File: src/rtl/ts_proxy_pkg.sv
// Shared types and constants for the TS-to-USB proxy.
package ts_proxy_pkg;

    // Source select encodings.
    typedef enum logic [1:0] {
        INSEL_OFF  = 2'b00,
        INSEL_DVB  = 2'b01,
        INSEL_ATSC = 2'b10,
        INSEL_TEST = 2'b11
    } insel_e;

    // EP3 buffer writer states.
    typedef enum logic [1:0] {
        ST_WAIT_READY = 2'd0,
        ST_FILL       = 2'd1,
        ST_COMMIT     = 2'd2
    } wr_state_e;

    // One FIFO entry: assembled byte plus its packet-start flag.
    typedef struct packed {
        logic       start;
        logic [7:0] data;
    } fifo_entry_t;

    localparam int         FIFO_DEPTH = 16;
    localparam int         FIFO_AW    = 4;
    localparam logic [7:0] SYNC_BYTE  = 8'h47;
    localparam int         PKT_LEN    = 188;

endpackage

File: src/rtl/ts_proxy_if.sv
// EP3 USB IN buffer port: byte writes plus commit handshake.
interface ts_proxy_if;
    logic [7:0]  ep3_usb_in_data;
    logic [10:0] ep3_usb_in_addr;
    logic        ep3_usb_in_wren;
    logic        ep3_usb_in_commit;
    logic [10:0] ep3_usb_in_commit_len;
    logic        ep3_usb_in_ready;
    logic        ep3_usb_in_commit_ack;

    modport master (
        output ep3_usb_in_data, ep3_usb_in_addr, ep3_usb_in_wren,
               ep3_usb_in_commit, ep3_usb_in_commit_len,
        input  ep3_usb_in_ready, ep3_usb_in_commit_ack
    );

    modport slave (
        input  ep3_usb_in_data, ep3_usb_in_addr, ep3_usb_in_wren,
               ep3_usb_in_commit, ep3_usb_in_commit_len,
        output ep3_usb_in_ready, ep3_usb_in_commit_ack
    );
endinterface

File: src/rtl/ts_deser.sv
// Serial TS deserializer: synchronizes the source bit clock into clk,
// samples one bit per rising edge when valid, assembles MSB-first bytes.
module ts_deser (
    input  logic       clk,
    input  logic       reset_n,
    input  logic       flush,
    input  logic       ts_clock,
    input  logic       ts_start,
    input  logic       ts_valid,
    input  logic       ts_data,
    output logic       byte_valid,
    output logic [7:0] byte_data,
    output logic       byte_start
);

    // [0],[1] form the 2-FF synchronizer; [2] is edge-detect history.
    logic [2:0] clk_sync;
    // Qualifiers ride the same two stages so they stay aligned with the clock.
    logic [1:0] start_sync;
    logic [1:0] valid_sync;
    logic [1:0] data_sync;
    logic [6:0] shreg;
    logic [2:0] bit_cnt;
    logic       pkt_flag;
    logic       sample;

    assign sample = clk_sync[1] & ~clk_sync[2] & valid_sync[1];

    // Synchronize inputs, shift in sampled bits, emit a byte on the 8th bit.
    // NOTE: sequential state uses non-blocking (<=) so every flop sees pre-edge values.
    always_ff @(posedge clk or negedge reset_n) begin
        if (!reset_n) begin
            clk_sync   <= '0;
            start_sync <= '0;
            valid_sync <= '0;
            data_sync  <= '0;
            shreg      <= '0;
            bit_cnt    <= '0;
            pkt_flag   <= 1'b0;
            byte_valid <= 1'b0;
            byte_data  <= '0;
            byte_start <= 1'b0;
        end else begin
            clk_sync   <= {clk_sync[1:0], ts_clock};
            start_sync <= {start_sync[0], ts_start};
            valid_sync <= {valid_sync[0], ts_valid};
            data_sync  <= {data_sync[0], ts_data};
            byte_valid <= 1'b0;
            if (flush) begin
                shreg    <= '0;
                bit_cnt  <= '0;
                pkt_flag <= 1'b0;
            end else if (sample) begin
                if (start_sync[1]) begin
                    // Start bit is the MSB of a fresh, packet-start byte.
                    shreg    <= {6'b0, data_sync[1]};
                    bit_cnt  <= 3'd1;
                    pkt_flag <= 1'b1;
                end else if (bit_cnt == 3'd7) begin
                    byte_valid <= 1'b1;
                    byte_data  <= {shreg, data_sync[1]};
                    byte_start <= pkt_flag;
                    bit_cnt    <= 3'd0;
                    pkt_flag   <= 1'b0;
                end else begin
                    shreg   <= {shreg[5:0], data_sync[1]};
                    bit_cnt <= bit_cnt + 3'd1;
                end
            end
        end
    end

endmodule

File: src/rtl/ts_proxy.sv
// TS proxy top: source mux, deserializer, test pattern generator,
// 16-entry byte FIFO with resync, and the EP3 buffer writer FSM.
module ts_proxy
    import ts_proxy_pkg::*;
(
    input  logic        clk,
    input  logic        reset_n,
    input  logic        atsc_clock,
    input  logic        atsc_start,
    input  logic        atsc_valid,
    input  logic        atsc_data,
    input  logic        dvb_clock,
    input  logic        dvb_start,
    input  logic        dvb_valid,
    input  logic        dvb_data,
    input  logic [1:0]  insel,
    input  logic [10:0] commit_len,
    ts_proxy_if.master  ep3
);

    insel_e      sel;
    insel_e      sel_q;
    logic        sel_chg;

    logic        mux_clock, mux_start, mux_valid, mux_data;
    logic        des_valid, des_start;
    logic [7:0]  des_data;

    logic [1:0]  gen_div;
    logic [7:0]  gen_idx;
    logic [7:0]  gen_cnt;
    logic        gen_valid;

    logic        in_valid, in_start;
    logic [7:0]  in_data;

    fifo_entry_t mem [FIFO_DEPTH];
    logic [FIFO_AW:0] wr_ptr, rd_ptr, fifo_cnt;
    logic        fifo_full, fifo_empty, push, pop, resync;
    fifo_entry_t head;

    wr_state_e   state, state_next;
    logic [10:0] wr_cnt, len_q;
    logic        wren, commit;
    logic [7:0]  wr_data;
    logic [10:0] wr_addr, wr_commit_len;

    assign sel     = insel_e'(insel);
    assign sel_chg = (sel != sel_q);

    // Remember the previous select so a change can flush and resync.
    always_ff @(posedge clk or negedge reset_n) begin
        if (!reset_n) sel_q <= INSEL_OFF;
        else          sel_q <= sel;
    end

    // Route the selected serial source into the single deserializer.
    // NOTE: every always_comb output gets a default first, so no path infers a latch.
    always_comb begin
        mux_clock = 1'b0;
        mux_start = 1'b0;
        mux_valid = 1'b0;
        mux_data  = 1'b0;
        case (sel)
            INSEL_DVB: begin
                mux_clock = dvb_clock;
                mux_start = dvb_start;
                mux_valid = dvb_valid;
                mux_data  = dvb_data;
            end
            INSEL_ATSC: begin
                mux_clock = atsc_clock;
                mux_start = atsc_start;
                mux_valid = atsc_valid;
                mux_data  = atsc_data;
            end
            default: ;
        endcase
    end

    ts_deser u_deser (
        .clk        (clk),
        .reset_n    (reset_n),
        .flush      (sel_chg),
        .ts_clock   (mux_clock),
        .ts_start   (mux_start),
        .ts_valid   (mux_valid),
        .ts_data    (mux_data),
        .byte_valid (des_valid),
        .byte_data  (des_data),
        .byte_start (des_start)
    );

    // Test pattern: one byte per 4 clks, sync byte then 187 counter bytes.
    always_ff @(posedge clk or negedge reset_n) begin
        if (!reset_n) begin
            gen_div <= '0;
            gen_idx <= '0;
            gen_cnt <= '0;
        end else if (sel_chg || sel != INSEL_TEST) begin
            gen_div <= '0;
            gen_idx <= '0;
            gen_cnt <= '0;
        end else begin
            gen_div <= gen_div + 2'd1;
            if (gen_div == 2'd3) begin
                if (gen_idx == 8'(PKT_LEN - 1)) begin
                    gen_idx <= '0;
                    gen_cnt <= '0;
                end else begin
                    gen_idx <= gen_idx + 8'd1;
                    if (gen_idx != 8'd0) gen_cnt <= gen_cnt + 8'd1;
                end
            end
        end
    end

    assign gen_valid = (sel == INSEL_TEST) && (gen_div == 2'd3);

    // Pick the byte stream feeding the FIFO; nothing passes on a select change.
    always_comb begin
        in_valid = 1'b0;
        in_start = 1'b0;
        in_data  = '0;
        case (sel)
            INSEL_DVB, INSEL_ATSC: begin
                in_valid = des_valid;
                in_start = des_start;
                in_data  = des_data;
            end
            INSEL_TEST: begin
                in_valid = gen_valid;
                in_start = (gen_idx == 8'd0);
                in_data  = (gen_idx == 8'd0) ? SYNC_BYTE : gen_cnt;
            end
            default: ;
        endcase
        if (sel_chg) in_valid = 1'b0;
    end

    assign fifo_cnt   = wr_ptr - rd_ptr;
    assign fifo_full  = (fifo_cnt == (FIFO_AW + 1)'(FIFO_DEPTH));
    assign fifo_empty = (wr_ptr == rd_ptr);
    assign push       = in_valid && !fifo_full && (!resync || in_start);
    assign head       = mem[rd_ptr[FIFO_AW-1:0]];

    // FIFO pointers and resync: drop bytes until a start byte, resync on overflow.
    always_ff @(posedge clk or negedge reset_n) begin
        if (!reset_n) begin
            wr_ptr <= '0;
            rd_ptr <= '0;
            resync <= 1'b1;
        end else begin
            if (push) wr_ptr <= wr_ptr + (FIFO_AW + 1)'(1);
            if (pop)  rd_ptr <= rd_ptr + (FIFO_AW + 1)'(1);
            if (sel_chg)                   resync <= 1'b1;
            else if (in_valid && fifo_full) resync <= 1'b1;
            else if (push)                  resync <= 1'b0;
        end
    end

    // FIFO storage write.
    // NOTE: storage has no reset; emptiness is tracked by the pointers alone.
    always_ff @(posedge clk) begin
        if (push) mem[wr_ptr[FIFO_AW-1:0]] <= '{start: in_start, data: in_data};
    end

    // Writer state register.
    always_ff @(posedge clk or negedge reset_n) begin
        if (!reset_n) state <= ST_WAIT_READY;
        else          state <= state_next;
    end

    // Writer next-state and EP3 outputs.
    always_comb begin
        state_next    = state;
        pop           = 1'b0;
        wren          = 1'b0;
        commit        = 1'b0;
        wr_data       = '0;
        wr_addr       = '0;
        wr_commit_len = '0;
        case (state)
            ST_WAIT_READY: begin
                if (ep3.ep3_usb_in_ready) state_next = ST_FILL;
            end
            ST_FILL: begin
                wr_addr = wr_cnt;
                if (!fifo_empty) begin
                    pop     = 1'b1;
                    wren    = 1'b1;
                    wr_data = head.data;
                    if (wr_cnt == len_q - 11'd1) state_next = ST_COMMIT;
                end
            end
            ST_COMMIT: begin
                commit        = 1'b1;
                wr_commit_len = len_q;
                if (ep3.ep3_usb_in_commit_ack) state_next = ST_WAIT_READY;
            end
            default: state_next = ST_WAIT_READY;
        endcase
    end

    // Latch buffer length on FILL entry and count bytes written into it.
    always_ff @(posedge clk or negedge reset_n) begin
        if (!reset_n) begin
            wr_cnt <= '0;
            len_q  <= '0;
        end else if (state == ST_WAIT_READY && ep3.ep3_usb_in_ready) begin
            wr_cnt <= '0;
            len_q  <= (commit_len == 11'd0) ? 11'd1 : commit_len;
        end else if (pop) begin
            wr_cnt <= wr_cnt + 11'd1;
        end
    end

    assign ep3.ep3_usb_in_data       = wr_data;
    assign ep3.ep3_usb_in_addr       = wr_addr;
    assign ep3.ep3_usb_in_wren       = wren;
    assign ep3.ep3_usb_in_commit     = commit;
    assign ep3.ep3_usb_in_commit_len = wr_commit_len;

endmodule

File: src/flat_wrapper.sv
// flat-port wrapper written by rule: the top's interface ports become plain ports
module ts_proxy_flat import ts_proxy_pkg::*;
  (clk, reset_n, atsc_clock, atsc_start, atsc_valid, atsc_data, dvb_clock, dvb_start, dvb_valid, dvb_data, insel, commit_len, ep3_ep3_usb_in_data, ep3_ep3_usb_in_addr, ep3_ep3_usb_in_wren, ep3_ep3_usb_in_commit, ep3_ep3_usb_in_commit_len, ep3_ep3_usb_in_ready, ep3_ep3_usb_in_commit_ack);
  ts_proxy_if ep3_i ();
  input  logic clk;
  input  logic reset_n;
  input  logic atsc_clock;
  input  logic atsc_start;
  input  logic atsc_valid;
  input  logic atsc_data;
  input  logic dvb_clock;
  input  logic dvb_start;
  input  logic dvb_valid;
  input  logic dvb_data;
  input  logic [1:0] insel;
  input  logic [10:0] commit_len;
  output wire logic [$bits(ep3_i.ep3_usb_in_data)-1:0] ep3_ep3_usb_in_data;
  output wire logic [$bits(ep3_i.ep3_usb_in_addr)-1:0] ep3_ep3_usb_in_addr;
  output wire logic [$bits(ep3_i.ep3_usb_in_wren)-1:0] ep3_ep3_usb_in_wren;
  output wire logic [$bits(ep3_i.ep3_usb_in_commit)-1:0] ep3_ep3_usb_in_commit;
  output wire logic [$bits(ep3_i.ep3_usb_in_commit_len)-1:0] ep3_ep3_usb_in_commit_len;
  input wire logic [$bits(ep3_i.ep3_usb_in_ready)-1:0] ep3_ep3_usb_in_ready;
  input wire logic [$bits(ep3_i.ep3_usb_in_commit_ack)-1:0] ep3_ep3_usb_in_commit_ack;
  assign ep3_ep3_usb_in_data = ep3_i.ep3_usb_in_data;
  assign ep3_ep3_usb_in_addr = ep3_i.ep3_usb_in_addr;
  assign ep3_ep3_usb_in_wren = ep3_i.ep3_usb_in_wren;
  assign ep3_ep3_usb_in_commit = ep3_i.ep3_usb_in_commit;
  assign ep3_ep3_usb_in_commit_len = ep3_i.ep3_usb_in_commit_len;
  assign ep3_i.ep3_usb_in_ready = ep3_ep3_usb_in_ready;
  assign ep3_i.ep3_usb_in_commit_ack = ep3_ep3_usb_in_commit_ack;
  ts_proxy u_core (.clk(clk), .reset_n(reset_n), .atsc_clock(atsc_clock), .atsc_start(atsc_start), .atsc_valid(atsc_valid), .atsc_data(atsc_data), .dvb_clock(dvb_clock), .dvb_start(dvb_start), .dvb_valid(dvb_valid), .dvb_data(dvb_data), .insel(insel), .commit_len(commit_len), .ep3(ep3_i));
endmodule
File: config.mk
export PLATFORM = sky130hd
export DESIGN_NAME = ts_proxy_flat
export DESIGN_NICKNAME = d
export VERILOG_FILES = /design/src/rtl/ts_proxy_pkg.sv /design/src/rtl/ts_proxy_if.sv /design/src/rtl/ts_deser.sv /design/src/rtl/ts_proxy.sv /design/src/flat_wrapper.sv
export SDC_FILE = /design/constraint.sdc
export NUM_CORES = 1
export LEC_CHECK = 0
export CORE_UTILIZATION = 43
export DETAILED_ROUTE_END_ITERATION = 16
export PLACE_DENSITY = 0.6
export SLEW_MARGIN = 15
export SYNTH_ARGS = -nofsm -noshare
export SYNTH_HDL_FRONTEND = slang
export SYNTH_SLANG_ARGS = --single-unit
File: constraint.sdc
create_clock -name clk -period 10 [get_ports clk]
set_input_delay 2 -clock clk [delete_from_list [all_inputs] [get_ports clk]]
set_output_delay 2 -clock clk [all_outputs]
set_load 0.03 [all_outputs]
### Word-level counts from Yosys, hierarchy flattened

Memories as Yosys holds them, arrays and structs flattened.
Index checks and enable logic that the tools add are counted.

| word-level totals | value |
|---|---|
| register bits | 85 |
| bits in latches | 0 |
| ROM bits | 0 |
| logic and storage cells | 131 |
| bits of input ports | 25 |
| RAM bits | 144 |
| output and inout port bits | 32 |
| memories | 1 |

Memory list:

| memory | words | width | rd ports | clocked after Yosys merged registers in | write ports | RTL line | text |
|---|---|---|---|---|---|---|---|
| u_core.mem | 16 | 9 | 1 | 0 | 1 | ts_proxy.sv:37 | `fifo_entry_t mem [FIFO_DEPTH];` |

| operators by class | value |
|---|---|
| order comparisons | 0 |
| bitwise operators | 5 |
| reductions and logical operators | 25 |
| multipliers | 0 |
| equality and inequality tests | 18 |
| shift-type cells | 0 |
| muxes and demuxes | 53 |
| add/sub/neg operators | 9 |
| divide/modulo/power cells | 0 |

Operators with widths:

| cell | number |
|---|---|
| $mux W8 | 10 |
| $mux W11 | 5 |
| $mux W7 | 4 |
| $mux W1 | 17 |
| $add A8 B1 Y8 const B | 2 |
| $pmux W8 S2 | 1 |
| $mux W3 | 4 |
| $pmux W1 S2 | 6 |
| $add A11 B1 Y11 const B | 1 |
| $eq A11 B11 Y1 | 1 |
| $logic_not A11 Y1 | 1 |
| $sub A11 B1 Y11 const B | 1 |
| $add A5 B1 Y5 const B | 2 |
| $mux W2 | 5 |
| $reduce_bool A3 Y1 | 3 |
| $eq A2 B2 Y1 const B | 4 |
| $eq A8 B8 Y1 const B | 1 |
| $logic_not A8 Y1 | 1 |
| $ne A2 B2 Y1 const B | 4 |
| $reduce_and A4 Y1 | 2 |
| $reduce_bool A8 Y1 | 1 |
| $pmux W2 S3 | 1 |
| $reduce_and A2 Y1 | 3 |
| $reduce_bool A2 Y1 | 3 |
| other kinds (17) | 27 |

### Logic depth before layout (Yosys ltp)

| logic depth | value |
|---|---|
| depth after elaboration | 9 |
| mapped depth | 11 |
| gate-level depth less buffers | 8 |

### By module

From an unflattened synthesis, not the netlist that was laid out.

| unflattened totals | value |
|---|---|
| cells, all modules | 681 |
| area, all modules | 9,664.3 um^2 |

Modules (own cells, without submodules):

| module | area each (um^2) | sequential area each (um^2) | instances | cells each |
|---|---|---|---|---|
| ts_proxy | 8,506.9 | 5,221.3 | 1 | 595 |
| ts_deser | 1,157.4 | 750.7 | 1 | 86 |

### Worst setup path after synthesis

OpenSTA, ideal clock, no wires.

| path | value |
|---|---|
| kind | reg2out |
| start point | register u_core.rd_ptr[1] |
| end point | output ep3_ep3_usb_in_data[0] |
| stages on the path, launching flop included | 10 |
| arrival | 2.600 ns |
| required time | 8.000 ns |
| buffers on the path | 3 |
| path slack | 5.400 ns |
| path through | dfrtp_1 clkbuf_1 clkbuf_1 inv_1 ha_1 nand4_1 o21ai_1 clkinv_1 clkbuf_1 and2_1 |

| between the ends | value |
|---|---|
| cells in the longest elaborated chain, start to end | 3 |
| elaborated cells between the ends (all ways) | 4 |
| those cells by class | 1 x eq/ne; 2 x mux; 1 x memory |

RTL lines:

| element | RTL line | text |
|---|---|---|
| from (decl) | ts_proxy.sv:38 | `logic [FIFO_AW:0] wr_ptr, rd_ptr, fifo_cnt;` |
| from (signal assigned) | ts_proxy.sv:155 | `if (pop) rd_ptr <= rd_ptr + (FIFO_AW + 1)'(1);` |
| $mem_v2 Z16 W9 or $eq A5 B5 Y1 (tied branches) | n/a |  |
| $mux W8 * | ts_proxy.sv:189 | `if (!fifo_empty) begin` |
| $mux W8 * | ts_proxy.sv:183 | `case (state)` |
| to (decl) | flat_wrapper.sv:17 | `output wire logic [$bits(ep3_i.ep3_usb_in_data)-1:0] ep3_ep3_usb_in_data;` |

Every way passes the cells marked *; elsewhere a longest branch is shown, timed or not.

### Worst setup path after layout

| path | value |
|---|---|
| start point | register u_core.rd_ptr[1] |
| end point | output ep3_ep3_usb_in_data[3] |

The elaborated chain is that of the path after synthesis.

==> flow_metrics.tcl <==
set metrics [dict create \
    clock-sinks 213 \
    cts_root_buf "clkbuf_16" \
    power_density_nw_per_um2 241 \
    nNetsFinal 772 \
    synth_area_sq_um 9630 \
    holdPathStages 0 \
    clock_latency_ns 0.51 \
    slew_viol_final 0 \
    fp.dieH_um 152 \
    fp.dieW_um 152 \
    clkTransAtPathRegs_ns 0.06 \
    fmax_mhz 175 \
    tritoncts "done" \
    whs_endpoint "u_core.u_deser.start_sync[1]" \
    drt_first_pass_iters 4 \
    ios 57 \
    yosys_warnings 0 \
    htreeDepth 1 \
    hold_violations 0 \
    grt_max_degree 49 \
    gr-total-overflow 0 \
    core-area_sq_um 21900 \
    cp_data_required_time_ns 8.00 \
    fp.dieArea_sq_um 23000 \
    start_util_pct 44.0 \
    tns_ns 0 \
    multi_input_area_sq_um 3500 \
    seqCellArea_sq_um 5970 \
    leakage_nw 4.23 \
    rsz0062_at_grt "false" \
    path_class "flip-flop to output port" \
    grt_pass1_wl_um 32300 \
    synth_cell_types 64 \
    syn_area_per_cell_sq_um 14.5 \
    fill_cells 1833 \
    drive_gt1_share_pct 16.5 \
    start_kind "flip-flop" \
    routabilityCongestion 0.882 \
    drc 0 \
    worstSetupEndpointType "output port" \
    post_cts_buffers 0 \
    final_common_cell "edfxtp_1" \
    dp_cells 981 \
    reg2regPathDepth 9 \
    drt-initial-drc-count 391 \
    reg2reg_to "u_core.mem[11][2]" \
    synth_cells 665 \
    stdcell_count 1021 \
    detail_route.vias_per_cell 5.62 \
    synth_seq_cells 213 \
    synth_edf_count 128 \
    grt_usage_pct 18.5 \
    post-route-min-period_ns 5.70 \
    r2r_slack_ns 6.46 \
    cts_inserted_buffers 23 \
    diodes 0 \
    wirelength_um 20600 \
    ant_nets 0 \
    ir_drop_uv 164 \
    synth_flop_cell "edfxtp_1" \
    area_growth_syn_to_layout_pct 16.6 \
    synth-async-reset-ratio_pct 39.9 \
    vias 5734 \
    hold_path.class "flip-flop to flip-flop" \
    cts_resized 0 \
    ys_seq_area_share_pct 62.0 \
    wl_per_cell_um 20.2 \
    cts_hold_buf 0 \
    fin_skew_ns 0.0353 \
    worstMarginPinSlew_ns 0.937 \
    hpwl_um 14000 \
    hp-start "u_core.u_deser.start_sync[0]" \
    max_cap_viol_count 0 \
    setup_viol 0 \
    status "complete, no violations" \
    grt_pass1_vias 5720 \
    crit_fanout 35 \
    synth_nets 711 \
    placementRows 54 \
    port_buffers 56 \
    final_cell_mix "128 x edfxtp_1, 83 x dfrtp_1, 55 x nor2_1, 55 x clkdlybuf4s50_1, 40 x mux4_2" \
    r2r_start "u_core.rd_ptr[1]" \
    relSlewSlack_pct 37.3 \
    arrival_ns 3.70 \
    clock_tree.buffer_depth 3 \
    min_period_over_period_pct 57.0 \
    antenna_found_initial 0 \
]
## cell usage after synthesis (all sizes together) (8+ instances only)
cell,n,area share [%]
and2,29,1.9
nor2b,11,0.71
xnor2,21,1.9
a21oi,21,1.1
buf,10,0.55
mux4,40,9.4
nand2,23,0.92
mux2,19,2.2
xor2,23,2.1
o21ai,13,0.68
a22oi,20,1.6
nor3,9,0.47
nor2,59,2.3
and4b,8,0.83
edfxtp,128,40
dfrtp,84,22
inv,18,0.70
and3,8,0.53
clkbuf,18,0.70
ha,21,2.7
nand3,15,0.78
## cells by family after synthesis
logic type	after synthesis	share of synthesized area, %
mux	61	11.8
fa+ha+maj	21	2.73
buf+inv	47	1.99
compound gates	75	5.22
xor+xnor	44	4.00
flops	213	62.0
simple gates	204	12.3
## worst max path at each step
stage	end	slack [ns]	cells past startpoint	start
CTS	ep3_ep3_usb_in_data[3]	4.22	7	u_core.rd_ptr[0]
global placement	u_core.mem[9][5]	4.73	9	insel[0]
detailed placement	u_core.mem[1][6]	4.60	9	insel[1]
finish	ep3_ep3_usb_in_data[3]	4.30	8	u_core.rd_ptr[1]
floorplan	ep3_ep3_usb_in_data[0]	5.40	9	u_core.rd_ptr[1]
global route	ep3_ep3_usb_in_data[1]	4.00	7	u_core.rd_ptr[0]
## power breakdown
group	total [mW]	internal, mW	leakage, nW	switching (mW)
clock	0.809	0.482	0.346	0.327
combinational	0.815	0.382	1.49	0.433
sequential	1.08	0.987	2.40	0.0952
total	2.71	1.85	4.23	0.855
## registers in the layout, indices dropped and copies added (netlist names), 7 cells and up
signal	count
u_core.mem	128
u_core.len_q	11
u_core.u_deser.byte_data	8
u_core.u_deser.shreg	7
u_core.gen_cnt	8
u_core.wr_cnt	11
u_core.gen_idx	8
## layout make-up
type | instances | area share [%]
Clock buffer | 30 | 5.45
Clock inverter | 10 | 0.947
Inverter | 19 | 0.635
Multi-Input combinational cell | 405 | 31.2
Sequential cell | 213 | 53.2
Tap cell | 280 | 3.12
Timing Repair Buffer | 64 | 5.50
## through the flow
stage	worst slack [ns]	hold slack (ns)	utilization [%]	cell area [sq um]	total power, mW
after global placement	4.73	0.333	48.0	10500	1.90
after detailed placement	4.60	0.336	48.0	10500	1.92
after CTS	4.22	0.336	51.3	11200	2.74
after global routing	4.00	0.339	51.3	11200	2.85
final	4.30	0.337	51.3	11200	2.71
after floorplan	5.40	0.331	-	9630	1.67
## critical path, cell delays in order, from the launching register on
cell and delay, ns:
dfrtp_1 0.32, buf_4 0.41, inv_1 0.11, ha_1 0.33, nand4_1 0.15, o21ai_1 0.39, clkinv_1 0.54, and2_1 0.32
clkdlybuf4s50_1 0.59
## metal layers
metal / GRT usage (%) / part of all wire [%] / routed length [um]
met5: 0 / 0 / 0
met4: 6.24 / 2.8 / 567
met3: 2.57 / 4.6 / 953
met2: 28.9 / 47 / 9780
met1: 26.7 / 45 / 9310
(Power assumes the default switching activity.)
